File: src/rtl/alu_muldiv.sv
// ALU with an iterative multiply/divide unit and architectural HI/LO registers.
// Single-cycle ops finish in IDLE; MUL/DIV process one bit per RUN cycle.
module alu_muldiv #(
  parameter int WIDTH = 32,
  parameter int SHW   = $clog2(WIDTH)
) (
  input  logic             clk,
  input  logic             rst_n,
  input  logic             in_valid,
  output logic             in_ready,
  input  logic [3:0]       oper,
  input  logic             sign,
  input  logic [WIDTH-1:0] a,
  input  logic [WIDTH-1:0] b,
  input  logic             flush,
  output logic             out_valid,
  output logic [WIDTH-1:0] result,
  output logic             div_zero,
  output logic [WIDTH-1:0] hi,
  output logic [WIDTH-1:0] lo
);

  localparam int CW = $clog2(WIDTH);
  localparam int HW = WIDTH / 2;
  localparam logic [WIDTH-1:0]   ZERO    = {WIDTH{1'b0}};
  localparam logic [WIDTH-1:0]   ONES    = {WIDTH{1'b1}};
  localparam logic [WIDTH-1:0]   ONE     = {{(WIDTH-1){1'b0}}, 1'b1};
  localparam logic [2*WIDTH-1:0] ONE2    = {{(2*WIDTH-1){1'b0}}, 1'b1};
  localparam logic [CW-1:0]      LAST    = CW'(WIDTH - 1);
  localparam logic [CW-1:0]      CNT_ONE = CW'(1);
  localparam logic [CW-1:0]      CNT_ZERO = CW'(0);

  localparam logic [3:0] OP_ADD  = 4'd0;
  localparam logic [3:0] OP_SUB  = 4'd1;
  localparam logic [3:0] OP_SLT  = 4'd2;
  localparam logic [3:0] OP_AND  = 4'd3;
  localparam logic [3:0] OP_OR   = 4'd4;
  localparam logic [3:0] OP_XOR  = 4'd5;
  localparam logic [3:0] OP_NOR  = 4'd6;
  localparam logic [3:0] OP_SL   = 4'd7;
  localparam logic [3:0] OP_SR   = 4'd8;
  localparam logic [3:0] OP_LUI  = 4'd9;
  localparam logic [3:0] OP_MUL  = 4'd10;
  localparam logic [3:0] OP_DIV  = 4'd11;
  localparam logic [3:0] OP_MFHI = 4'd12;
  localparam logic [3:0] OP_MFLO = 4'd13;
  localparam logic [3:0] OP_MTHI = 4'd14;
  localparam logic [3:0] OP_MTLO = 4'd15;

  typedef enum logic [1:0] {IDLE = 2'd0, RUN = 2'd1, DONE = 2'd2} state_t;

  state_t             state_r;
  logic [CW-1:0]      cnt_r;
  logic               is_div_r;
  logic               qneg_r;
  logic               rneg_r;
  logic [WIDTH-1:0]   opnd_r;
  logic [2*WIDTH-1:0] acc_r;

  logic               accept_s;
  logic               start_s;
  logic               lt_s;
  logic               a_neg_s;
  logic               b_neg_s;
  logic [WIDTH-1:0]   a_mag_s;
  logic [WIDTH-1:0]   b_mag_s;
  logic [WIDTH-1:0]   alu_s;
  logic signed [WIDTH-1:0] sra_s;
  logic [WIDTH-1:0]   quo_s;
  logic [WIDTH-1:0]   rem_s;
  logic [WIDTH:0]     sum_s;
  logic [WIDTH:0]     diff_s;
  logic [2*WIDTH-1:0] acc_next_s;
  logic [2*WIDTH-1:0] prod_s;

  assign in_ready = (state_r == IDLE) && !flush;
  assign accept_s = in_valid && in_ready;
  // A zero divisor is answered immediately instead of iterating.
  assign start_s  = (oper == OP_MUL) || ((oper == OP_DIV) && (b != ZERO));
  assign sra_s    = $signed(b) >>> a[SHW-1:0];

  // Operand signs and magnitudes feeding the iterative unit
  always_comb begin
    a_neg_s = sign & a[WIDTH-1];
    b_neg_s = sign & b[WIDTH-1];
    if (a_neg_s) a_mag_s = ~a + ONE;
    else         a_mag_s = a;
    if (b_neg_s) b_mag_s = ~b + ONE;
    else         b_mag_s = b;
  end

  // Single-cycle ALU datapath
  always_comb begin
    if (sign) lt_s = $signed(a) < $signed(b);
    else      lt_s = a < b;
    case (oper)
      OP_ADD:  alu_s = a + b;
      OP_SUB:  alu_s = a - b;
      OP_SLT:  alu_s = {{(WIDTH-1){1'b0}}, lt_s};
      OP_AND:  alu_s = a & b;
      OP_OR:   alu_s = a | b;
      OP_XOR:  alu_s = a ^ b;
      OP_NOR:  alu_s = ~(a | b);
      OP_SL:   alu_s = b << a[SHW-1:0];
      OP_SR:   alu_s = sign ? sra_s : (b >> a[SHW-1:0]);
      OP_LUI:  alu_s = {b[WIDTH-1:HW], {HW{1'b0}}};
      OP_MFHI: alu_s = hi;
      OP_MFLO: alu_s = lo;
      OP_MTHI: alu_s = a;
      OP_MTLO: alu_s = a;
      default: alu_s = ZERO;
    endcase
  end

  // One shift-add (MUL) or restoring-subtract (DIV) step; acc holds {upper, lower}
  always_comb begin
    sum_s  = {1'b0, acc_r[2*WIDTH-1:WIDTH]} + (acc_r[0] ? {1'b0, opnd_r} : {1'b0, ZERO});
    diff_s = acc_r[2*WIDTH-1:WIDTH-1] - {1'b0, opnd_r};
    if (!is_div_r)         acc_next_s = {sum_s, acc_r[WIDTH-1:1]};
    else if (!diff_s[WIDTH]) acc_next_s = {diff_s[WIDTH-1:0], acc_r[WIDTH-2:0], 1'b1};
    else                   acc_next_s = {acc_r[2*WIDTH-2:0], 1'b0};
  end

  // Sign fix-up of the final step's product, quotient and remainder
  always_comb begin
    if (qneg_r) prod_s = ~acc_next_s + ONE2;
    else        prod_s = acc_next_s;
    if (qneg_r) quo_s = ~acc_next_s[WIDTH-1:0] + ONE;
    else        quo_s = acc_next_s[WIDTH-1:0];
    if (rneg_r) rem_s = ~acc_next_s[2*WIDTH-1:WIDTH] + ONE;
    else        rem_s = acc_next_s[2*WIDTH-1:WIDTH];
  end

  // Control FSM with registered result, flags and HI/LO
  always_ff @(posedge clk or negedge rst_n) begin
    if (!rst_n) begin
      state_r   <= IDLE;
      cnt_r     <= CNT_ZERO;
      is_div_r  <= 1'b0;
      qneg_r    <= 1'b0;
      rneg_r    <= 1'b0;
      opnd_r    <= ZERO;
      acc_r     <= {2*WIDTH{1'b0}};
      out_valid <= 1'b0;
      div_zero  <= 1'b0;
      result    <= ZERO;
      hi        <= ZERO;
      lo        <= ZERO;
    end else begin
      out_valid <= 1'b0;
      div_zero  <= 1'b0;
      case (state_r)
        IDLE: begin
          if (accept_s) begin
            if (start_s) begin
              state_r  <= RUN;
              cnt_r    <= CNT_ZERO;
              is_div_r <= (oper == OP_DIV);
              qneg_r   <= a_neg_s ^ b_neg_s;
              rneg_r   <= a_neg_s;
              if (oper == OP_DIV) begin
                opnd_r <= b_mag_s;
                acc_r  <= {ZERO, a_mag_s};
              end else begin
                opnd_r <= a_mag_s;
                acc_r  <= {ZERO, b_mag_s};
              end
            end else if (oper == OP_DIV) begin
              out_valid <= 1'b1;
              div_zero  <= 1'b1;
              hi        <= a;
              lo        <= ONES;
              result    <= ONES;
            end else begin
              out_valid <= 1'b1;
              result    <= alu_s;
              if (oper == OP_MTHI) hi <= a;
              if (oper == OP_MTLO) lo <= a;
            end
          end
        end
        RUN: begin
          if (flush) begin
            state_r <= IDLE;
            cnt_r   <= CNT_ZERO;
          end else begin
            acc_r <= acc_next_s;
            cnt_r <= cnt_r + CNT_ONE;
            if (cnt_r == LAST) begin
              state_r   <= DONE;
              out_valid <= 1'b1;
              if (is_div_r) begin
                hi     <= rem_s;
                lo     <= quo_s;
                result <= quo_s;
              end else begin
                hi     <= prod_s[2*WIDTH-1:WIDTH];
                lo     <= prod_s[WIDTH-1:0];
                result <= prod_s[WIDTH-1:0];
              end
            end
          end
        end
        DONE: begin
          state_r <= IDLE;
          cnt_r   <= CNT_ZERO;
        end
        default: begin
          state_r <= IDLE;
          cnt_r   <= CNT_ZERO;
        end
      endcase
    end
  end

endmodule

File: config.mk
export PLATFORM = sky130hd
export DESIGN_NAME = alu_muldiv
export DESIGN_NICKNAME = d
export VERILOG_FILES = /design/src/rtl/alu_muldiv.sv
export SDC_FILE = /design/constraint.sdc
export NUM_CORES = 1
export LEC_CHECK = 0
export BUFFER_PORTS_ARGS = -buffer_cell sky130_fd_sc_hd__buf_2
export CAP_MARGIN = 20
export CORE_ASPECT_RATIO = 0.7
export CORE_MARGIN = 2
export CORE_UTILIZATION = 35
export CTS_CLUSTER_SIZE = 30
export DETAILED_ROUTE_END_ITERATION = 6
export GPL_TIMING_DRIVEN = 1
export SKIP_CTS_REPAIR_TIMING = 1
export SYNTH_ARGS = -nofsm -noshare
export SYNTH_HDL_FRONTEND = slang
export SYNTH_SLANG_ARGS = --single-unit
File: constraint.sdc
create_clock -name clk -period 6.2 [get_ports clk]
set_input_delay 0.31 -clock clk [delete_from_list [all_inputs] [get_ports clk]]
set_output_delay 0.31 -clock clk [all_outputs]
set_load 0.05 [all_outputs]
After elaboration in Yosys (flattened, before gate mapping)
Cells that the tools add are included.

word-level totals
  register bits after elaboration = 204
  bits of input ports = 73
  logic and storage cells = 136

cells by class
  add/sub/neg operators = 10
  $lt $le $gt $ge = 2
  equal/unequal tests = 25
  shifts and indexed selects = 3
  mux-type cells = 55
  bitwise gates (word level) = 12
  reduce and logical (&&, ||, !) cells = 17

operators with widths
  kind                                                             number
  32-bit 2-to-1 mux                                                25
  32-bit one-hot mux with 13 select lines                          1
  64-bit 2-to-1 mux                                                6
  32-bit one-hot mux with 2 select lines                           3
  32-bit inverter                                                  5
  32-bit by 1-bit adder with 32-bit output, second input constant  4
  64-bit one-hot mux with 2 select lines                           1
  64-bit by 1-bit adder with 64-bit output, second input constant  1
  32-bit < comparator                                              2
  64-bit inverter                                                  1
  32-bit by 32-bit adder with 33-bit output                        1
  33-bit by 32-bit subtractor with 33-bit output                   1
  32-bit adder                                                     1
  32-bit AND                                                       1
  4-bit == test, second input constant                             8
  32-bit bitwise OR                                                1
  32-bit nonzero test                                              1
  32-bit by 5-bit left shift with 32-bit output                    1
  32-bit by 5-bit right shift with 32-bit output                   1
  32-bit by 5-bit >>> shifter with 32-bit output                   1
  32-bit subtractor                                                1
  32-bit XOR                                                       1
  4-bit by 3-bit == test with 1-bit output, second input constant  4
  5-bit 2-to-1 mux                                                 3
  other kinds (27)                                                 49

Depth between registers and ports, before layout
  word-level depth = 10
  mapped depth = 20

Worst setup path before layout
Ideal clock, no wire load.

  kind = input port to flip-flop
  start point = input a[2]
  end point = register result[31]
  setup time = 0.067 ns
  arrival = 4.772 ns
  required time = 6.133 ns
  path slack = 1.361 ns
  stages = 17
  buffers on the path = 3
  path through = clkbuf_1 -> inv_2 -> buf_1 -> clkbuf_1 -> ha_1 -> a21o_1 -> a2111oi_0 -> nor3_1 -> a221o_1 -> a31oi_1 -> o31ai_1 -> and3_1 -> nor4b_1 -> nor3_1 -> or4b_2 -> a21oi_1 -> o32a_1

on the way
  cells in the longest elaborated chain, start to end = 7
  elaborated cells on any way between the ends = 11
  those cells by class = 2 x add/sub; 3 x shift; 6 x mux

ends and longest elaborated chain
  item                                                                       line  source
  from (decl)                                                                13    input logic [WIDTH-1:0] a,
  parallel branches: the longest is 2 deep, another holds 32-bit subtractor  -
  32-bit one-hot mux with 13 select lines (*)                                96    case (oper)
  32-bit 2-to-1 mux (*)                                                      168   end else if (oper == OP_DIV) begin
  32-bit 2-to-1 mux (*)                                                      155   if (start_s) begin
  32-bit 2-to-1 mux (*)                                                      154   if (accept_s) begin
  32-bit one-hot mux with 2 select lines (*)                                 152   case (state_r)
  to (signal assigned)                                                       176   result <= alu_s;
  to (signal assigned)                                                       195   result <= quo_s;
  to (signal assigned)                                                       199   result <= prod_s[WIDTH-1:0];
  to (decl)                                                                  17    output logic [WIDTH-1:0] result,

Every way passes the cells marked *. The select of a mux whose other input is x is not followed.
A chain may end at the register's enable or synchronous reset.

Final worst setup path
  start point = register acc_r[48]
  end point = register hi[8]

on the way
  cells in the longest elaborated chain, start to end = 10
  elaborated cells on any way between the ends = 13
  those cells by class = 3 x add/sub; 8 x mux; 2 x bitwise

ends and longest elaborated chain
  item                                                                                                         line      source
  from (decl)                                                                                                  58        logic [2*WIDTH-1:0] acc_r;
  from (signal assigned)                                                                                       143       acc_r <= {2*WIDTH{1'b0}};
  from (signal assigned)                                                                                       163       acc_r <= {ZERO, a_mag_s};
  from (signal assigned)                                                                                       166       acc_r <= {ZERO, b_mag_s};
  33-bit by 32-bit subtractor with 33-bit output (*)                                                           118       diff_s = acc_r[2*WIDTH-1:WIDTH-1] - {1'b0, opnd_r};
  64-bit 2-to-1 mux (*)                                                                                        120       else if (!diff_s[WIDTH]) acc_next_s = {diff_s[WIDTH-1:0], acc_r[WIDTH-2:0], 1'b1};
  64-bit 2-to-1 mux (*)                                                                                        119       if (!is_div_r) acc_next_s = {sum_s, acc_r[WIDTH-1:1]};
  64-bit inverter / 32-bit inverter (equally long branches)                                                    126, 130
  64-bit by 1-bit adder with 64-bit output / 32-bit by 1-bit adder with 32-bit output (equally long branches)  126, 130
  64-bit 2-to-1 mux / 32-bit 2-to-1 mux (equally long branches)                                                126, 130
  32-bit 2-to-1 mux (*)                                                                                        192       if (is_div_r) begin
  32-bit 2-to-1 mux (*)                                                                                        189       if (cnt_r == LAST) begin
  32-bit 2-to-1 mux (*)                                                                                        183       if (flush) begin
  32-bit one-hot mux with 2 select lines (*)                                                                   152
  to (signal assigned)                                                                                         193       hi <= rem_s;
  to (signal assigned)                                                                                         197       hi <= prod_s[2*WIDTH-1:WIDTH];
  to (decl)                                                                                                    19        output logic [WIDTH-1:0] hi,

Every way passes the cells marked *; elsewhere a longest branch is shown, timed or not. The select of a mux whose other input is x is not followed.

==> summary.txt <==
First-pass GRT wire length: 192,000 um
Worst-margin pin slew: 1.18 ns
R2R Path End: hi[8]$_DFFE_PN0P_
R2R setup slack: 0.59 ns
CTS tree: done
Initial antenna violation count: 8
Area grow syn2layout: 10.9%
Setup TNS: 0 ns
Worst path slowest cell: o31ai_2
CP Capture Type: flop
Antenna-violating nets left: 0
Critical Path RT: 6.72 ns
Root buffer cell: clkbuf_16
Post-Place Worst Slack: 0.847 ns
PortBufs: 171
Htree depth: 1
Worst VDD drop: 0.248 mV
Post-synth EDFFs: 0
Post-synth net total: 3,885
Drc violations: 0
Sequential element share of the synthesized area: 19.5%
Sink Count: 204
Slew headroom: 21.0%
Violated checks: negative hold slack
Ys Warns: 0
CP cell instances: ha_1, a21oi_1, o21ai_2, a311oi_4, o31ai_2, o21ai_2, a31oi_1, buf_4, ha_1, nand4_1, nor3_1, nand2_1, o21ai_0, buf_4, o21ai_0, xnor2_1, a21oi_1, o21ai_0
Post-Route WL: 133,000 um
Initial Util: 35.6%
1st-iter DRT viols: 5,257
Synth Register Bits: 204
TritonCTS Buffers: 25
Worst hold start: in_valid
Crit-path leading delay family: compound AO/OA/AOI/OAI gates
Min Tclk post-route: 5.61 ns
Setup ws final: 0.590 ns
Clock Latency Late Sink: 0.63 ns
Avg Cell Area, Syn: 7.20 um2
Slowest cell delay on critical path: 0.77 ns
Synthesized cell area: 26,200 um2
Worst min path class: in2reg
WHS Endpoint: div_zero$_DFF_PN0_
Setup CP Type: reg2reg
Final hold violation count: 1
Setup crit start: acc_r[48]$_DFFE_PN0P_
Io pins: 172
Total Power: 0.00952 W
Die height: 233 um
Via Count: 30,300
CP Data Arrival Time: 6.13 ns
Leakage: 12.4 nW
Overall Global Routing Usage: 33.2%
First drt pass iteration count: 6
Core ar.: 73,700 um2
Vias in the first global route: 26,600
Most frequent CP cell: o21ai_0
Final period util: 90.5%
Max-Cap Viols: 0
CP Buf/Inv Count: 2
Fraction of registers with async set/reset: 100%
FF-to-FF Start: acc_r[48]$_DFFE_PN0P_
Cell variety after synth: 94
Clk_skew: 0.0453 ns
PwrDens: 327 nW/um2
RSZ-0062 raised after global routing: false
Status: complete, but fails checks
CTS clk-pin slew, worst paths: 0.07 ns
DP Area: 28,100 um2
GPL Wtd Cong: 1.05
Max FO, Critical Path: 13
Die area: 77,200 um2
Max Slew Vio Count: 0
Post-DR wirelength/cell: 28.5 um
Hold slack final: -0.00152 ns
Clock buffer depth: 3
CP startpoint kind: flop
Ys flop type: dfrtp_1
Row cnt: 83
Vias per inst: 6.50
Remaining global-route overflow: 0
Fmax: 178 MHz
Final Cell Area: 29,100 um2
Cells after Synth: 3,642
Final setup viols: 0
Largest net degree at the start of global routing: 136
Die X: 331 um
Nets: 3,905
Final HPWL DP: 103,000 um
Share of layout cells above drive strength 1: 11.5%
Reg2Reg Depth: 18
Hold Path Depth: 3
[worst max-delay path by stage]
stage                                  end  slack, ns  depth (start not counted)
floorplan           result[31]$_DFFE_PN0P_       1.36                         17
global placement        hi[10]$_DFFE_PN0P_       0.95                         16
detailed placement      hi[30]$_DFFE_PN0P_       0.85                         15
CTS                     hi[30]$_DFFE_PN0P_       0.83                         15
global route            hi[30]$_DFFE_PN0P_       0.45                         15
finish                   hi[8]$_DFFE_PN0P_       0.59                         18
[Yosys cell counts (44+ instances only)]
cell,number,area share (%)
dfrtp_1,204,19
and2_1,49,1.2
a21o_1,51,1.5
ha_1,166,7.9
buf_1,44,0.63
nand3_1,81,1.5
a21oi_1,328,6.3
clkbuf_1,217,3.1
a31oi_1,54,1.3
nor3_1,96,1.8
inv_1,155,2.2
xnor2_1,137,4.6
xor2_1,48,1.6
a221oi_1,55,1.8
nor2_1,403,5.8
o31ai_1,45,1.3
o22ai_1,48,1.1
o21ai_0,365,7.0
nand2_1,374,5.4
mux2i_1,106,4.0
[registers in the layout, summed over array words and instances (netlist names)]
name       cells
acc_r         64
hi            32
lo            32
opnd_r        32
result        32
cnt_r          5
state_r        2
div_zero       1
is_div_r       1
out_valid      1
qneg_r         1
rneg_r         1
[power breakdown]
part	leakage, nW	switching (W)	total [W]	internal, W
clock network	0.460	0.000744	0.00179	0.00105
logic	9.42	0.00386	0.00557	0.00171
registers	2.56	0.000502	0.00216	0.00166
total	12.4	0.00511	0.00952	0.00441
[per-layer routing]
layer	vias up	global-route usage [%]	share of wire [%]	wire (um)
met4	12	7.09	2.4	3240
met1	14500	50.1	44	59000
li1	13400	-	-	-
met2	2187	41.9	36	48100
met3	201	14.4	17	22400
met5	-	0	0.053	70
[cell usage in the layout (no fill, tap or decap), drive strengths merged, types with 18 or more instances in the layout]
cell type | Yosys | layout
and2 | 49 | 49
o22ai | 48 | 48
a21oi | 331 | 331
nand3 | 81 | 81
nand2b | 24 | 24
a211oi | 32 | 32
dfrtp | 204 | 204
a221oi | 57 | 57
inv | 156 | 160
a31oi | 54 | 54
clkbuf | 218 | 28
nand4 | 35 | 35
mux2i | 106 | 106
o21a | 23 | 23
buf | 56 | 264
a22oi | 42 | 42
nor2b | 24 | 24
nand2 | 376 | 376
mux4 | 33 | 33
o211ai | 39 | 39
xor2 | 48 | 48
nor4 | 22 | 22
o31ai | 46 | 46
a21o | 51 | 51
xnor2 | 137 | 137
or3 | 21 | 21
and3 | 24 | 24
ha | 166 | 166
o21bai | 23 | 23
nor3 | 97 | 97
nor2 | 403 | 403
o21ai | 367 | 367
a222oi | 18 | 18
[layout make-up]
type,count,area [um2]
fillers,7769,44700
multi-input cells,3004,19600
flip-flops and latches,204,5110
repair buffers,267,1630
well taps,977,1220
clock buffers,26,629
inverters,160,601
clock inverters,20,322
diodes,2,5.00
[cell families (layout without fill, tap and decap cells)]
kind of cell             Yosys count  in the layout  share of synthesized area [%]
buffers and inverters            434            473                           6.32
other                              0              2                              0
AND/OR/NAND/NOR                 1212           1212                           21.0
XOR/XNOR                         185            185                           6.18
adder cells (fa/ha/maj)          170            170                           8.22
flip-flops                       204            204                           19.5
multiplexers                     145            145                           7.14
AO/OA/AOI/OAI                   1292           1292                           31.7
[per-stage QoR]
| step | cells | util (%) | hold WS (ns) |
|---|---|---|---|
| detailed placement | 4609 | 38.1 | 0.340 |
| floorplan | 3642 | - | 0.0144 |
| global placement | 4609 | 38.1 | 0.338 |
| global route | 4658 | 39.4 | 0.0394 |
| finish | 4660 | 39.4 | -0.00152 |
| CTS | 4655 | 39.4 | -0.304 |
[worst register-to-register path: stages (launching register included)]
cell	delay, ns
dfrtp_1	0.44
ha_1	0.44
a21oi_1	0.22
o21ai_2	0.23
a311oi_4	0.13
o31ai_2	0.77
o21ai_2	0.37
a31oi_1	0.29
buf_4	0.19
ha_1	0.27
nand4_1	0.29
nor3_1	0.31
nand2_1	0.30
o21ai_0	0.27
buf_4	0.19
o21ai_0	0.14
xnor2_1	0.40
a21oi_1	0.13
o21ai_0	0.16
Power figures use the tool's default switching activity.
